## src/rtl/req_gnt_responder_if.sv

```systemverilog
// Handshake and debug-readback bundle between a req/gnt requester and the grant-side responder.
// Signal names keep the responder's _ip/_op view so both ends read the same way.
interface req_gnt_responder_if #(
   parameter int unsigned CNT_W = 16
);
   logic             req_ip;
   logic             enable_ip;
   logic             clr_ip;
   logic             gnt_op;
   logic             busy_op;
   logic             viol_op;
   logic [CNT_W-1:0] grant_cnt_op;
   logic [CNT_W-1:0] drop_cnt_op;
   logic [CNT_W-1:0] viol_cnt_op;

   modport master (
      output req_ip, enable_ip, clr_ip,
      input  gnt_op, busy_op, viol_op, grant_cnt_op, drop_cnt_op, viol_cnt_op
   );

   modport slave (
      input  req_ip, enable_ip, clr_ip,
      output gnt_op, busy_op, viol_op, grant_cnt_op, drop_cnt_op, viol_cnt_op
   );
endinterface

```

## src/rtl/req_gnt_responder.sv

```systemverilog
// Grant-side req/gnt responder: one-cycle grant, one-cycle recovery slot, requester-violation
// detection and saturating grant/drop/violation counters. All outputs come straight from flops.
module req_gnt_responder #(
   parameter int unsigned CNT_W = 16
) (
   input  logic               clk_ip,
   input  logic               reset_n_ip,
   req_gnt_responder_if.slave rg_if
);
   typedef enum logic [1:0] {
      StIdle  = 2'd0,
      StGnt   = 2'd1,
      StRecov = 2'd2
   } state_e;

   localparam logic [CNT_W-1:0] CntMax = '1;
   localparam logic [CNT_W-1:0] CntOne = CNT_W'(1);

   state_e           r_state;
   logic             r_gnt;
   logic             r_busy;
   logic             r_viol;
   logic [CNT_W-1:0] r_grant_cnt;
   logic [CNT_W-1:0] r_drop_cnt;
   logic [CNT_W-1:0] r_viol_cnt;

   logic w_idle;
   logic w_grant_evt;
   logic w_drop_evt;
   logic w_viol_evt;

   // enable_ip only matters in IDLE; any req seen during GNT/RECOV is a requester violation.
   assign w_idle      = (r_state == StIdle);
   assign w_grant_evt = w_idle & rg_if.req_ip & rg_if.enable_ip;
   assign w_drop_evt  = w_idle & rg_if.req_ip & ~rg_if.enable_ip;
   assign w_viol_evt  = ~w_idle & rg_if.req_ip;

   // A same-cycle event beats clear, so a cleared counter restarts at one.
   function automatic logic [CNT_W-1:0] cnt_next(input logic [CNT_W-1:0] cnt,
                                                 input logic             evt,
                                                 input logic             clr);
      logic [CNT_W-1:0] nxt;
      nxt = cnt;
      if (clr) begin
         nxt = evt ? CntOne : '0;
      end else if (evt && (cnt != CntMax)) begin
         nxt = cnt + CntOne;
      end
      return nxt;
   endfunction

   always_ff @(posedge clk_ip or negedge reset_n_ip) begin
      if (!reset_n_ip) begin
         r_state <= StIdle;
         r_gnt   <= 1'b0;
         r_busy  <= 1'b0;
      end else begin
         unique case (r_state)
            StIdle: begin
               if (w_grant_evt) begin
                  r_state <= StGnt;
                  r_gnt   <= 1'b1;
                  r_busy  <= 1'b1;
               end else begin
                  r_state <= StIdle;
                  r_gnt   <= 1'b0;
                  r_busy  <= 1'b0;
               end
            end
            StGnt: begin
               r_state <= StRecov;
               r_gnt   <= 1'b0;
               r_busy  <= 1'b1;
            end
            StRecov: begin
               r_state <= StIdle;
               r_gnt   <= 1'b0;
               r_busy  <= 1'b0;
            end
            default: begin
               r_state <= StIdle;
               r_gnt   <= 1'b0;
               r_busy  <= 1'b0;
            end
         endcase
      end
   end

   always_ff @(posedge clk_ip or negedge reset_n_ip) begin
      if (!reset_n_ip) begin
         r_viol      <= 1'b0;
         r_grant_cnt <= '0;
         r_drop_cnt  <= '0;
         r_viol_cnt  <= '0;
      end else begin
         r_viol      <= w_viol_evt | (r_viol & ~rg_if.clr_ip);
         r_grant_cnt <= cnt_next(r_grant_cnt, w_grant_evt, rg_if.clr_ip);
         r_drop_cnt  <= cnt_next(r_drop_cnt, w_drop_evt, rg_if.clr_ip);
         r_viol_cnt  <= cnt_next(r_viol_cnt, w_viol_evt, rg_if.clr_ip);
      end
   end

   assign rg_if.gnt_op       = r_gnt;
   assign rg_if.busy_op      = r_busy;
   assign rg_if.viol_op      = r_viol;
   assign rg_if.grant_cnt_op = r_grant_cnt;
   assign rg_if.drop_cnt_op  = r_drop_cnt;
   assign rg_if.viol_cnt_op  = r_viol_cnt;

endmodule

```

## src/flat_wrapper.sv

```systemverilog
// flat-port wrapper written by rule: the top's interface ports become plain ports
module req_gnt_responder_flat 
#(
   parameter int unsigned CNT_W = 16
)
  (clk_ip, reset_n_ip, rg_if_req_ip, rg_if_enable_ip, rg_if_clr_ip, rg_if_gnt_op, rg_if_busy_op, rg_if_viol_op, rg_if_grant_cnt_op, rg_if_drop_cnt_op, rg_if_viol_cnt_op);
  req_gnt_responder_if #(.CNT_W(CNT_W)) rg_if_i ();
  input  logic clk_ip;
  input  logic reset_n_ip;
  input wire logic [$bits(rg_if_i.req_ip)-1:0] rg_if_req_ip;
  input wire logic [$bits(rg_if_i.enable_ip)-1:0] rg_if_enable_ip;
  input wire logic [$bits(rg_if_i.clr_ip)-1:0] rg_if_clr_ip;
  output wire logic [$bits(rg_if_i.gnt_op)-1:0] rg_if_gnt_op;
  output wire logic [$bits(rg_if_i.busy_op)-1:0] rg_if_busy_op;
  output wire logic [$bits(rg_if_i.viol_op)-1:0] rg_if_viol_op;
  output wire logic [$bits(rg_if_i.grant_cnt_op)-1:0] rg_if_grant_cnt_op;
  output wire logic [$bits(rg_if_i.drop_cnt_op)-1:0] rg_if_drop_cnt_op;
  output wire logic [$bits(rg_if_i.viol_cnt_op)-1:0] rg_if_viol_cnt_op;
  assign rg_if_i.req_ip = rg_if_req_ip;
  assign rg_if_i.enable_ip = rg_if_enable_ip;
  assign rg_if_i.clr_ip = rg_if_clr_ip;
  assign rg_if_gnt_op = rg_if_i.gnt_op;
  assign rg_if_busy_op = rg_if_i.busy_op;
  assign rg_if_viol_op = rg_if_i.viol_op;
  assign rg_if_grant_cnt_op = rg_if_i.grant_cnt_op;
  assign rg_if_drop_cnt_op = rg_if_i.drop_cnt_op;
  assign rg_if_viol_cnt_op = rg_if_i.viol_cnt_op;
  req_gnt_responder #(.CNT_W(CNT_W)) u_core (.clk_ip(clk_ip), .reset_n_ip(reset_n_ip), .rg_if(rg_if_i));
endmodule
```

## config.mk

```make
export PLATFORM = sky130hd
export DESIGN_NAME = req_gnt_responder_flat
export DESIGN_NICKNAME = d
export VERILOG_FILES = /design/src/rtl/req_gnt_responder_if.sv /design/src/rtl/req_gnt_responder.sv /design/src/flat_wrapper.sv
export SDC_FILE = /design/constraint.sdc
export NUM_CORES = 1
export LEC_CHECK = 0
export ABC_AREA = 1
export BUFFER_PORTS_ARGS = -buffer_cell sky130_fd_sc_hd__buf_2
export CAP_MARGIN = 20
export CORE_MARGIN = 10
export CORE_UTILIZATION = 40
export DETAILED_ROUTE_END_ITERATION = 16
export MAX_ROUTING_LAYER = met4
export SLEW_MARGIN = 20
export SYNTH_ARGS = -nofsm -noshare
export SYNTH_HDL_FRONTEND = slang
export SYNTH_SLANG_ARGS = --single-unit
```

## constraint.sdc

```tcl
create_clock -name clk_ip -period 3.6 [get_ports clk_ip]
set_input_delay 0.72 -clock clk_ip [delete_from_list [all_inputs] [get_ports clk_ip]]
set_output_delay 0.72 -clock clk_ip [all_outputs]
set_load 0.1 [all_outputs]
```

Word level (Yosys, flattened, before mapping)
Index checks and enable logic that the tools add are counted.
{"block": "classes", "n_eq_ne": 4, "mux": 14, "addsub": 3, "n_bitwise": 9, "reduce_logical": 7}
{"op": "2-to-1 mux 16 bit", "count": 6}
{"op": "adder 16 x 1 -> 16 bit (second input constant)", "count": 3}
{"op": "inequality test 16 bit (second input constant)", "count": 3}
{"op": "2-to-1 mux 1 bit", "count": 6}
{"op": "nonzero test 2 bit", "count": 3}
{"op": "bitwise AND 1 bit", "count": 5}
{"op": "one-hot mux 2 bit (2 select lines)", "count": 1}
{"op": "logical AND 1 bit", "count": 3}
{"op": "inverter 1 bit", "count": 3}
{"op": "== test 2 x 1 -> 1 bit (second input constant)", "count": 1}
{"op": "logical NOT 2 bit", "count": 1}
{"op": "one-hot mux 1 bit (2 select lines)", "count": 1}
{"op": "bitwise OR 1 bit", "count": 1}
{"block": "totals", "register_bits": 53}

Longest topological paths before layout
Gate-level depths: netlist (run 1).
{"block": "logic_depth", "word_depth": 6, "mapped_depth": 10}

Least setup slack after synthesis (run 1)
OpenSTA, ideal clock, no wires.
{"block": "synth_timing", "path_type": "register -> register", "start": "register u_core.r_drop_cnt[1] (netlist: u_core.rg_if.drop_cnt_op[1])", "end": "register u_core.r_drop_cnt[11] (netlist: u_core.rg_if.drop_cnt_op[11])", "n_path_buf": 1, "t_arrival_ns": 2.198, "period_less_slack_ns": 2.265, "required_time_ns": 3.532, "path_stages_with_launch": 11, "path_slack_ns": 1.335, "cell_sequence": "dfrtp_1 ha_1 nand2_1 nor2_2 nand2_2 nor2_4 nor2_4 nor2_4 buf_6 nand2_1 nand2_1"}
{"block": "synth_via", "elab_chain_cells": 3, "word_cells_on_any_way": 6, "cone_classes": "add/sub: 1; eq/ne: 1; mux: 2; reduce/logical: 2"}
{"element": "start: declaration", "line": "req_gnt_responder.sv:24", "text": "logic [CNT_W-1:0] r_drop_cnt;"}
{"element": "start signal: assignment", "line": "req_gnt_responder.sv:98", "text": "r_drop_cnt <= cnt_next(r_drop_cnt, w_drop_evt, rg_if.clr_ip);"}
{"element": "adder 16 x 1 -> 16 bit or inequality test 16 bit (tied branches)", "line": "req_gnt_responder.sv:47, req_gnt_responder.sv:46"}
{"element": "2-to-1 mux 16 bit or logical AND 1 bit (tied branches)", "line": "req_gnt_responder.sv:46", "text": "end else if (evt && (cnt != CntMax)) begin"}
{"element": "2-to-1 mux 16 bit or nonzero test 2 bit (tied branches)"}
Several ways; a longest one is shown, not always the timed one. The select of a mux whose other input is x is not followed.
A chain may end at the register's enable or synchronous reset.

Final worst setup path (run 1)
{"block": "layout_timing", "start": "register u_core.r_grant_cnt[0] (netlist: u_core.rg_if.grant_cnt_op[0])", "end": "register u_core.r_grant_cnt[8] (netlist: u_core.rg_if.grant_cnt_op[8])"}
{"block": "layout_via", "elab_chain_cells": 3, "word_cells_on_any_way": 6, "cone_classes": "add/sub: 1; eq/ne: 1; mux: 2; reduce/logical: 2"}
{"element": "start: declaration", "line": "req_gnt_responder.sv:23", "text": "logic [CNT_W-1:0] r_grant_cnt;"}
{"element": "start signal: assignment", "line": "req_gnt_responder.sv:97", "text": "r_grant_cnt <= cnt_next(r_grant_cnt, w_grant_evt, rg_if.clr_ip);"}
{"element": "adder 16 x 1 -> 16 bit or inequality test 16 bit (tied branches)", "line": "req_gnt_responder.sv:47, req_gnt_responder.sv:46"}
{"element": "2-to-1 mux 16 bit or logical AND 1 bit (tied branches)", "line": "req_gnt_responder.sv:46"}
{"element": "2-to-1 mux 16 bit or nonzero test 2 bit (tied branches)"}
Several ways; a longest one is shown, not always the timed one. The select of a mux whose other input is x is not followed.

==> flow_summary.json, run 1 <==
{
  "insertion_delay_ns": 0.32,
  "timing.critical_path.buf_inv": 0,
  "critPathMostFrequentCell": "sky130_fd_sc_hd__nand2_1",
  "num_vias": 3220,
  "nets": 553,
  "drc": 0,
  "critical_path.max_fanout": 12,
  "die_area_um2": 12200,
  "endpoint": "u_core.rg_if.grant_cnt_op[8]$_DFFE_PN0P_",
  "r2r.worst_path.cells": 9,
  "max_slew.worst_pin.slew_ns": 0.697,
  "portBuffers": 55,
  "maximum_clock_frequency_ghz": 0.468,
  "critPathKind": "reg2reg",
  "netlist_area_um2": 3280,
  "number_of_antenna_violations_at_the_first_check_in_global_routing": 0,
  "syn_to_final_growth_pct": 14.6,
  "ant_nets": 0,
  "cts_setup_buffers": 0,
  "post_cts_resized": 0,
  "drt_wl_total_mm": 8.76,
  "number_of_cells_on_the_critical_path": 9,
  "path_clk_slew_ns": 0.11,
  "crit_chain": "ha_1 > nand2_1 > nor2_1 > nand2_1 > nor2_1 > nor2_1 > nor2_2 > nand2_1 > nand2_1",
  "finalNonFillerCells": 648,
  "final-setup-viol-count": 0,
  "die_w_um": 111,
  "largest_net_degree_at_the_start_of_global_routing": 23,
  "cts.htree.levels": 2,
  "final_design_area_no_fill_um2": 3760,
  "number_of_global_route_vias_before_repair": 3022,
  "grt-ovfl-total": 0,
  "period_minus_slack_ns": 2.14,
  "cell_class_contributing_the_biggest_share_of_worst_path_delay": "simple AND/OR/NAND/NOR gates",
  "multiInputGateArea_um2": 1720,
  "final.fill_count": 868,
  "synthesis.yosys.warnings": 0,
  "postSynthAreaPerCell_um2": 6.74,
  "skew_ns": 0.0140,
  "rsz0062_at_grt": "false",
  "core_occupancy_in_the_finished_layout_pct": 47.9,
  "antenna_cells": 0,
  "worst-endpoint-arrival_ns": 2.35,
  "tritoncts_buffer_count": 5,
  "post-route-period-util_pct": 59.3,
  "worst_path_largest_cell_delay_ns": 0.53,
  "report.final.slew_viol_count": 0,
  "final_layout_size_suffix_gt1_share_pct": 14.8,
  "status": "finished clean",
  "drt-pass1-iter-count": 4,
  "layout.cells.most_common_list": "196 x sky130_fd_sc_hd__nand2_1, 57 x sky130_fd_sc_hd__inv_1, 55 x sky130_fd_sc_hd__buf_2",
  "worst_slew_margin_rel_pct": 53.1,
  "dr.first_iter.drc_count": 169,
  "hold_viol": 0,
  "worst_setup_path_end_kind": "register",
  "placement.cell_area_um2": 3660,
  "half_perimeter_wire_length_of_the_detailed_placement_result_mm": 6.73,
  "cap_violations": 0,
  "cell_with_the_largest_stage_delay_on_the_worst_path": "sky130_fd_sc_hd__nor2_1",
  "library_cells_used_by_synthesis": 20,
  "wl_per_cell_um": 13.5,
  "power.leakage_nw": 2.12,
  "peakVddDrop_v": 0.000181,
  "cts_tree": "done",
  "cts-root-buf": "sky130_fd_sc_hd__clkbuf_8",
  "power_density_nw_per_um2": 304,
  "worstSetupStartpointType": "register",
  "floorplan.rows": 32,
  "fin_setup_tns_ns": 0,
  "finalWeightedCongestion": 0.925,
  "cp-startpoint": "u_core.rg_if.grant_cnt_op[0]$_DFFE_PN0P_",
  "numClockSinks": 52,
  "floorplan.initialDensity_pct": 41.8,
  "sequential_cell_area_um2": 1300,
  "r2r_end": "u_core.rg_if.grant_cnt_op[8]$_DFFE_PN0P_",
  "critical_path_required_ns": 3.82,
  "io_pins": 56,
  "ff2ff_setup_slack_ns": 1.46,
  "synth_sequential_area_ratio_pct": 39.6,
  "fp.coreArea_um2": 7850,
  "worstReg2RegStart": "u_core.rg_if.grant_cnt_op[0]$_DFFE_PN0P_",
  "die_y_um": 111,
  "postCtsHoldBufs": 0,
  "grt_first_pass_wirelength_mm": 15.1,
  "mostFrequentLayoutCell": "sky130_fd_sc_hd__nand2_1",
  "power_mw": 1.14,
  "register_bit_count_reported_by_yosys": 52,
  "drt-vias-per-instance": 4.97,
  "number_of_instances_in_the_synthesized_netlist": 487,
  "syn-num-nets": 495,
  "clk_path_buf_depth": 2,
  "grt_use_total_pct": 14.7,
  "place_inst": 640,
  "min-delay-path-class": "in2async"
}
power breakdown:
part	total [mW]	switching, mW	leakage, nW	internal (mW)
clock	0.366	0.223	0.0463	0.143
sequential	0.608	0.0133	0.719	0.595
combinational	0.170	0.143	1.35	0.0267
state kept, by name (all words and copies together) (netlist names):
name / cells
u_core.rg_if.viol_op: 1
u_core.rg_if.busy_op: 1
u_core.rg_if.drop_cnt_op: 16
u_core.r_state: 1
u_core.rg_if.grant_cnt_op: 16
u_core.rg_if.viol_cnt_op: 16
u_core.rg_if.gnt_op: 1
how the worst min path moves through the flow:
stage / cells after the start / startpoint / end / slack (ns)
2_1_floorplan: 0 / reset_n_ip / u_core.r_state[1]$_DFF_PN0_ / 0.42
3_3_place_gp: 1 / u_core.r_state[1]$_DFF_PN0_ / u_core.r_state[1]$_DFF_PN0_ / 0.49
3_5_place_dp: 2 / u_core.rg_if.viol_op$_DFF_PN0_ / u_core.rg_if.viol_op$_DFF_PN0_ / 0.48
4_1_cts: 1 / reset_n_ip / u_core.rg_if.viol_cnt_op[1]$_DFFE_PN0P_ / 0.37
5_1_grt: 1 / reset_n_ip / u_core.rg_if.viol_cnt_op[1]$_DFFE_PN0P_ / 0.39
6_report: 1 / reset_n_ip / u_core.rg_if.viol_cnt_op[1]$_DFFE_PN0P_ / 0.35
synthesized netlist by cell type:
master | n | area [um^2]
sky130_fd_sc_hd__nand2_2 | 3 | 18.8
sky130_fd_sc_hd__nor2_1 | 54 | 203
sky130_fd_sc_hd__o21ai_0 | 11 | 55.1
sky130_fd_sc_hd__inv_1 | 57 | 214
sky130_fd_sc_hd__buf_2 | 2 | 10.0
sky130_fd_sc_hd__nor2_2 | 5 | 31.3
sky130_fd_sc_hd__nor2_4 | 6 | 67.6
sky130_fd_sc_hd__buf_4 | 1 | 7.51
sky130_fd_sc_hd__nand3b_1 | 2 | 15.0
sky130_fd_sc_hd__nand2_1 | 196 | 736
sky130_fd_sc_hd__xor2_1 | 13 | 114
sky130_fd_sc_hd__o21bai_1 | 9 | 67.6
sky130_fd_sc_hd__buf_1 | 1 | 3.75
sky130_fd_sc_hd__nand4_1 | 24 | 150
sky130_fd_sc_hd__dfrtp_1 | 52 | 1300
sky130_fd_sc_hd__ha_1 | 3 | 37.5
sky130_fd_sc_hd__buf_6 | 2 | 22.5
sky130_fd_sc_hd__clkbuf_1 | 2 | 7.51
sky130_fd_sc_hd__nand3_1 | 40 | 200
sky130_fd_sc_hd__a21oi_1 | 4 | 20.0
layout make-up:
type / instances / share of cell area [%]
Inverter: 57 / 5.69
Clock buffer: 5 / 1.83
Clock inverter: 3 / 0.732
Multi-Input combinational cell: 370 / 45.6
Timing Repair Buffer: 59 / 8.12
Sequential cell: 52 / 34.6
Tap cell: 102 / 3.39
cells by family after synthesis:
logic type | share of synthesized area (%)
flops | 39.6
xor+xnor | 3.47
fa+ha+maj | 1.14
simple gates | 43.3
buf+inv | 8.08
compound gates | 4.35
metrics by stage:
step / setup slack (ns) / hold WS (ns)
2_1_floorplan: 1.33 / 0.424
3_3_place_gp: 1.43 / 0.486
3_5_place_dp: 1.40 / 0.485
4_1_cts: 1.47 / 0.374
5_1_grt: 1.31 / 0.390
6_report: 1.46 / 0.355
metal layers:
layer	share of wire, %	vias up	track usage [%]
li1	-	1646	-
met1	49	1480	19.9
met2	45	83	22.2
met3	4.6	11	2.32
met4	1.6	0	4.15
met5	0	-	-
No activity file was read; power rests on OpenSTA's default activity.
==> inputs of run 2 (changes only) <==
==> constraint.sdc (replaced) <==
create_clock -name clk_ip -period 2.2 [get_ports clk_ip]
set_input_delay 0.44 -clock clk_ip [delete_from_list [all_inputs] [get_ports clk_ip]]
set_output_delay 0.44 -clock clk_ip [all_outputs]
set_load 0.1 [all_outputs]
==> flow_summary.json, run 2 (same netlist as run 1, synthesis figures left out) <==
{
  "worst-endpoint-arrival_ns": 2.07,
  "critical_path_required_ns": 2.45,
  "layout.cells.most_common_list": "196 x sky130_fd_sc_hd__nand2_1, 57 x sky130_fd_sc_hd__inv_1, 55 x sky130_fd_sc_hd__buf_2",
  "report.final.slew_viol_count": 0,
  "skew_ns": 0.00789,
  "cts_tree": "done",
  "grt_first_pass_wirelength_mm": 14.8,
  "ant_nets": 0,
  "final-setup-viol-count": 0,
  "largest_net_degree_at_the_start_of_global_routing": 53,
  "worstReg2RegStart": "u_core.rg_if.grant_cnt_op[0]$_DFFE_PN0P_",
  "wl_per_cell_um": 13.3,
  "insertion_delay_ns": 0.31,
  "fin_setup_tns_ns": 0,
  "finalWeightedCongestion": 0.863,
  "rsz0062_at_grt": "false",
  "io_pins": 56,
  "maximum_clock_frequency_ghz": 0.551,
  "critPathMostFrequentCell": "sky130_fd_sc_hd__nand2_1",
  "drt-vias-per-instance": 4.91,
  "cts.htree.levels": 2,
  "cap_violations": 0,
  "number_of_global_route_vias_before_repair": 2950,
  "floorplan.initialDensity_pct": 41.8,
  "nets": 553,
  "power_density_nw_per_um2": 570,
  "floorplan.rows": 32,
  "path_clk_slew_ns": 0.10,
  "power.leakage_nw": 2.15,
  "setup_slack_ns": 0.385,
  "die_w_um": 111,
  "dpl_worst_slack_ns": 0.394,
  "syn_to_final_growth_pct": 17.0,
  "drt_wl_total_mm": 8.60,
  "peakVddDrop_v": 0.000331,
  "clk_path_buf_depth": 2,
  "worstSetupStartpointType": "register",
  "worst_path_largest_cell_delay_ns": 0.44,
  "cts_setup_buffers": 0,
  "post_cts_resized": 0,
  "crit_chain": "ha_1 > nand2_1 > nor2_1 > nand2_1 > nor2_1 > nor2_1 > nor2_2 > nand2_1 > nand2_1",
  "portBuffers": 55,
  "worst_setup_path_end_kind": "register",
  "timing.critical_path.buf_inv": 0,
  "placement.cell_area_um2": 3680,
  "num_vias": 3179,
  "tritoncts_buffer_count": 5,
  "final_layout_size_suffix_gt1_share_pct": 15.6,
  "min-delay-path-class": "in2async",
  "critical_path.max_fanout": 12,
  "mostFrequentLayoutCell": "sky130_fd_sc_hd__nand2_1",
  "critPathKind": "reg2reg",
  "die_area_um2": 12200,
  "antenna_cells": 0,
  "die_y_um": 111,
  "drc": 0,
  "fp.coreArea_um2": 7850,
  "final.fill_count": 841,
  "dr.first_iter.drc_count": 155,
  "finalNonFillerCells": 648,
  "cell_class_contributing_the_biggest_share_of_worst_path_delay": "simple AND/OR/NAND/NOR gates",
  "status": "finished clean",
  "drt-pass1-iter-count": 4,
  "hold_viol": 0,
  "cp-startpoint": "u_core.rg_if.grant_cnt_op[0]$_DFFE_PN0P_",
  "number_of_antenna_violations_at_the_first_check_in_global_routing": 0,
  "post-route-period-util_pct": 82.5,
  "final_design_area_no_fill_um2": 3840,
  "cts-root-buf": "sky130_fd_sc_hd__clkbuf_8",
  "grt-ovfl-total": 0,
  "max_slew.worst_pin.slew_ns": 0.608,
  "worst_slew_margin_rel_pct": 59.0,
  "half_perimeter_wire_length_of_the_detailed_placement_result_mm": 6.41,
  "place_inst": 640,
  "cell_with_the_largest_stage_delay_on_the_worst_path": "sky130_fd_sc_hd__dfrtp_1",
  "numClockSinks": 52,
  "postCtsHoldBufs": 0,
  "core_occupancy_in_the_finished_layout_pct": 48.9,
  "grt_use_total_pct": 14.3,
  "period_minus_slack_ns": 1.81
}
==> run 2: changes by cell type in the layout (fill, tap and decap cells not counted), sizes merged <==
cell	change
bufinv	+3
clkinv	-1
clkinvlp	-1
inv	-1
==> run 2: worst paths after layout <==
path | endpoint | cells after the start | slack (ns)
worst min register to register | u_core.r_state[1]$_DFF_PN0_ | 1 | 0.47
worst max register to register | u_core.rg_if.grant_cnt_op[8]$_DFFE_PN0P_ | 9 | 0.39
worst max-delay path | u_core.rg_if.grant_cnt_op[8]$_DFFE_PN0P_ | 9 | 0.39
min in group clk_ip | u_core.r_state[1]$_DFF_PN0_ | 1 | 0.47
worst min-delay path | u_core.rg_if.drop_cnt_op[2]$_DFFE_PN0P_ | 2 | 0.10
max in group asynchronous | u_core.rg_if.drop_cnt_op[8]$_DFFE_PN0P_ | 2 | 1.85
==> run 2: where the power goes <==
part	internal, mW	switching [mW]
Clock	0.569	0.341
Combinational	0.0469	0.238
Sequential	0.975	0.0198
Total	1.59	0.599
==> run 2: per-stage QoR <==
stage                     total power, mW  hold WS, ns
after floorplan                      1.22        0.144
after global placement               1.30        0.453
after detailed placement             1.30        0.459
after CTS                            2.22        0.122
after global routing                 2.28        0.124
final                                2.19        0.103
==> run 2: layout make-up <==
| cell class | instances | area (um^2) | area share [%] |
|---|---|---|---|
| Multi-Input combinational cell | 370 | 1720 | 44.7 |
| Sequential cell | 52 | 1310 | 34.0 |
| Timing Repair Buffer | 59 | 318 | 8.28 |
| Inverter | 57 | 214 | 5.57 |
| Tap cell | 102 | 128 | 3.32 |
| Clock inverter | 3 | 90.1 | 2.35 |
| Clock buffer | 5 | 68.8 | 1.79 |
==> run 2: worst register-to-register path: stages (launching register included) <==
cell and delay (ns):
sky130_fd_sc_hd__dfrtp_1 0.44, sky130_fd_sc_hd__ha_1 0.23, sky130_fd_sc_hd__nand2_1 0.08, sky130_fd_sc_hd__nor2_1 0.09, sky130_fd_sc_hd__nand2_1 0.12, sky130_fd_sc_hd__nor2_1 0.12, sky130_fd_sc_hd__nor2_1 0.06, sky130_fd_sc_hd__nor2_2 0.41
sky130_fd_sc_hd__nand2_1 0.10, sky130_fd_sc_hd__nand2_1 0.09
==> run 2: routing by layer <==
| layer | GRT usage [%] | part of all wire (%) | routed length (um) |
|---|---|---|---|
| met4 | 2.59 | 0.74 | 64 |
| met5 | - | 0 | 0 |
| met1 | 18.7 | 49 | 4190 |
| met2 | 22.4 | 47 | 4010 |
| met3 | 2.86 | 4.0 | 341 |
==> inputs of run 3 (changes only) <==
==> constraint.sdc (replaced) <==
create_clock -name clk_ip -period 1.5 [get_ports clk_ip]
set_input_delay 0.3 -clock clk_ip [delete_from_list [all_inputs] [get_ports clk_ip]]
set_output_delay 0.3 -clock clk_ip [all_outputs]
set_load 0.1 [all_outputs]
==> flow_summary.json, run 3 (same netlist as run 1, synthesis figures left out) <==
{
  "skew_ns": 0.00814,
  "worst-endpoint-arrival_ns": 1.75,
  "peakVddDrop_v": 0.000665,
  "final.fill_count": 660,
  "max_slew.worst_pin.slew_ns": 0.492,
  "violated_checks": "negative setup slack",
  "wl_per_cell_um": 14.4,
  "syn_to_final_growth_pct": 64.3,
  "rsz0062_at_grt": "true",
  "floorplan.initialDensity_pct": 41.8,
  "dr.first_iter.drc_count": 181,
  "drc": 0,
  "die_area_um2": 12200,
  "period_minus_slack_ns": 1.53,
  "final_layout_size_suffix_gt1_share_pct": 43.2,
  "largest_net_degree_at_the_start_of_global_routing": 53,
  "cts_tree": "done",
  "hold_viol": 0,
  "nets": 630,
  "min-delay-path-class": "in2reg",
  "met2_demand_to_capacity_share_in_global_routing_pct": 27.4,
  "place_inst": 703,
  "cts.htree.levels": 2,
  "die_w_um": 111,
  "global_route.usage.met1_pct": 20.0,
  "number_of_antenna_violations_at_the_first_check_in_global_routing": 0,
  "clk_path_buf_depth": 2,
  "grt-ovfl-total": 0,
  "gr_util_met3_pct": 3.40,
  "post-route-period-util_pct": 102,
  "report.final.slew_viol_count": 0,
  "drt-pass1-iter-count": 4,
  "r2r_end": "u_core.rg_if.drop_cnt_op[9]$_DFFE_PN0P_",
  "drt_wl_total_mm": 10.4,
  "worstReg2RegStart": "u_core.rg_if.drop_cnt_op[1]$_DFFE_PN0P_",
  "worstSetupStartpointType": "register",
  "critPathKind": "reg2reg",
  "maximum_clock_frequency_ghz": 0.653,
  "r2r.worst_path.cells": 10,
  "floorplan.rows": 32,
  "tritoncts_buffer_count": 5,
  "finalNonFillerCells": 725,
  "setup_slack_ns": -0.0302,
  "critical_path_required_ns": 1.72,
  "insertion_delay_ns": 0.32,
  "final-setup-viol-count": 24,
  "power_density_nw_per_um2": 585,
  "grt_busiest_layer": "met2",
  "fin_setup_tns_ns": -0.334,
  "dpl_worst_slack_ns": -0.140,
  "die_y_um": 111,
  "grt_first_pass_wirelength_mm": 16.8,
  "drt-vias-per-instance": 5.07,
  "fp.coreArea_um2": 7850,
  "min_delay_path_depth": 4,
  "worst_setup_path_end_kind": "register",
  "power_mw": 3.16,
  "final_design_area_no_fill_um2": 5390,
  "cts-root-buf": "sky130_fd_sc_hd__clkbuf_8",
  "cap_violations": 0,
  "hold_path_startpoint": "rg_if_req_ip",
  "placement.cell_area_um2": 4830,
  "power.leakage_nw": 2.70,
  "num_vias": 3679,
  "path_clk_slew_ns": 0.10,
  "ff2ff_setup_slack_ns": -0.03,
  "worst_hold_path.endpoint": "u_core.rg_if.viol_op$_DFF_PN0_",
  "ant_nets": 0,
  "numClockSinks": 52,
  "grt_use_total_pct": 16.4,
  "critical_path.max_fanout": 7,
  "number_of_global_route_vias_before_repair": 3539,
  "worst_slew_margin_rel_pct": 67.4,
  "finalWeightedCongestion": 0.900,
  "status": "complete, but fails checks",
  "core_occupancy_in_the_finished_layout_pct": 68.7,
  "half_perimeter_wire_length_of_the_detailed_placement_result_mm": 7.52,
  "antenna_cells": 0,
  "hold_slack_ns": 0.404,
  "mostFrequentLayoutCell": "sky130_fd_sc_hd__nand2_1",
  "io_pins": 56,
  "layout.cells.most_common_list": "159 x sky130_fd_sc_hd__nand2_1, 74 x sky130_fd_sc_hd__buf_4, 52 x sky130_fd_sc_hd__inv_1",
  "portBuffers": 55
}
run 3: changes by cell type in the layout (fill, tap and decap cells not counted), moves of 10 or more:
cell / change
sky130_fd_sc_hd__dfrtp_1: -45
sky130_fd_sc_hd__nor2_1: -10
sky130_fd_sc_hd__buf_4: +71
sky130_fd_sc_hd__buf_12: +36
sky130_fd_sc_hd__buf_2: -48
sky130_fd_sc_hd__nand2_1: -37
sky130_fd_sc_hd__dfrtp_2: +22
sky130_fd_sc_hd__nand2_2: +26
sky130_fd_sc_hd__dfrtp_4: +23
sky130_fd_sc_hd__nand2_4: +11
sky130_fd_sc_hd__buf_6: +12
run 3: layer usage:
| metal | routed length, um | part of all wire [%] |
|---|---|---|
| met5 | 0 | 0 |
| met4 | 130 | 1.2 |
| met3 | 505 | 4.9 |
| met2 | 5160 | 50 |
| met1 | 4610 | 44 |
run 3: worst max-delay path, cell delays in order (launching register included):
cell	delay (ns)
sky130_fd_sc_hd__dfrtp_4	0.50
sky130_fd_sc_hd__ha_4	0.17
sky130_fd_sc_hd__nand2_4	0.06
sky130_fd_sc_hd__nor2_4	0.04
sky130_fd_sc_hd__nand2_4	0.07
sky130_fd_sc_hd__nor2_4	0.04
sky130_fd_sc_hd__nor2_4	0.21
sky130_fd_sc_hd__nor2_4	0.08
sky130_fd_sc_hd__buf_12	0.15
sky130_fd_sc_hd__nand2_2	0.05
sky130_fd_sc_hd__nand2_1	0.05
run 3: where the power goes:
group          internal [mW]  switching (mW)  total [mW]
clock                  0.497           0.516        1.01
sequential              1.44          0.0243        1.46
combinational          0.241           0.440       0.681
run 3: timing repair:
item / CTS / global route
pin swaps: 11 / 16
hold endpoints to repair: 52 / 0
gates resized for setup: 36 / 64
gates cloned: 1 / 1
hold buffers: 1 / 0
setup buffers: 9 / 3
setup endpoints to repair: 50 / 53
run 3: cell type report:
cell class / instances / area [um^2] / share of cell area, %
Clock inverter: 2 / 35.0 / 0.650
Sequential cell: 52 / 1420 / 26.3
Tap cell: 102 / 128 / 2.37
Multi-Input combinational cell: 370 / 1990 / 36.9
Clock buffer: 6 / 72.6 / 1.35
Timing Repair Buffer: 136 / 1530 / 28.4
Inverter: 57 / 216 / 4.01
run 3: worst max path at each step:
stage	start	depth (start not counted)	slack, ns	to
CTS	u_core.rg_if.drop_cnt_op[0]$_DFFE_PN0P_	10	-0.01	u_core.rg_if.drop_cnt_op[9]$_DFFE_PN0P_
global placement	u_core.rg_if.grant_cnt_op[1]$_DFFE_PN0P_	9	-0.06	u_core.rg_if.grant_cnt_op[7]$_DFFE_PN0P_
floorplan	u_core.rg_if.drop_cnt_op[1]$_DFFE_PN0P_	10	-0.24	u_core.rg_if.drop_cnt_op[2]$_DFFE_PN0P_
global route	u_core.rg_if.grant_cnt_op[1]$_DFFE_PN0P_	9	-0.11	u_core.rg_if.grant_cnt_op[0]$_DFFE_PN0P_
finish	u_core.rg_if.drop_cnt_op[1]$_DFFE_PN0P_	10	-0.03	u_core.rg_if.drop_cnt_op[9]$_DFFE_PN0P_
detailed placement	u_core.rg_if.grant_cnt_op[1]$_DFFE_PN0P_	9	-0.14	u_core.rg_if.grant_cnt_op[8]$_DFFE_PN0P_
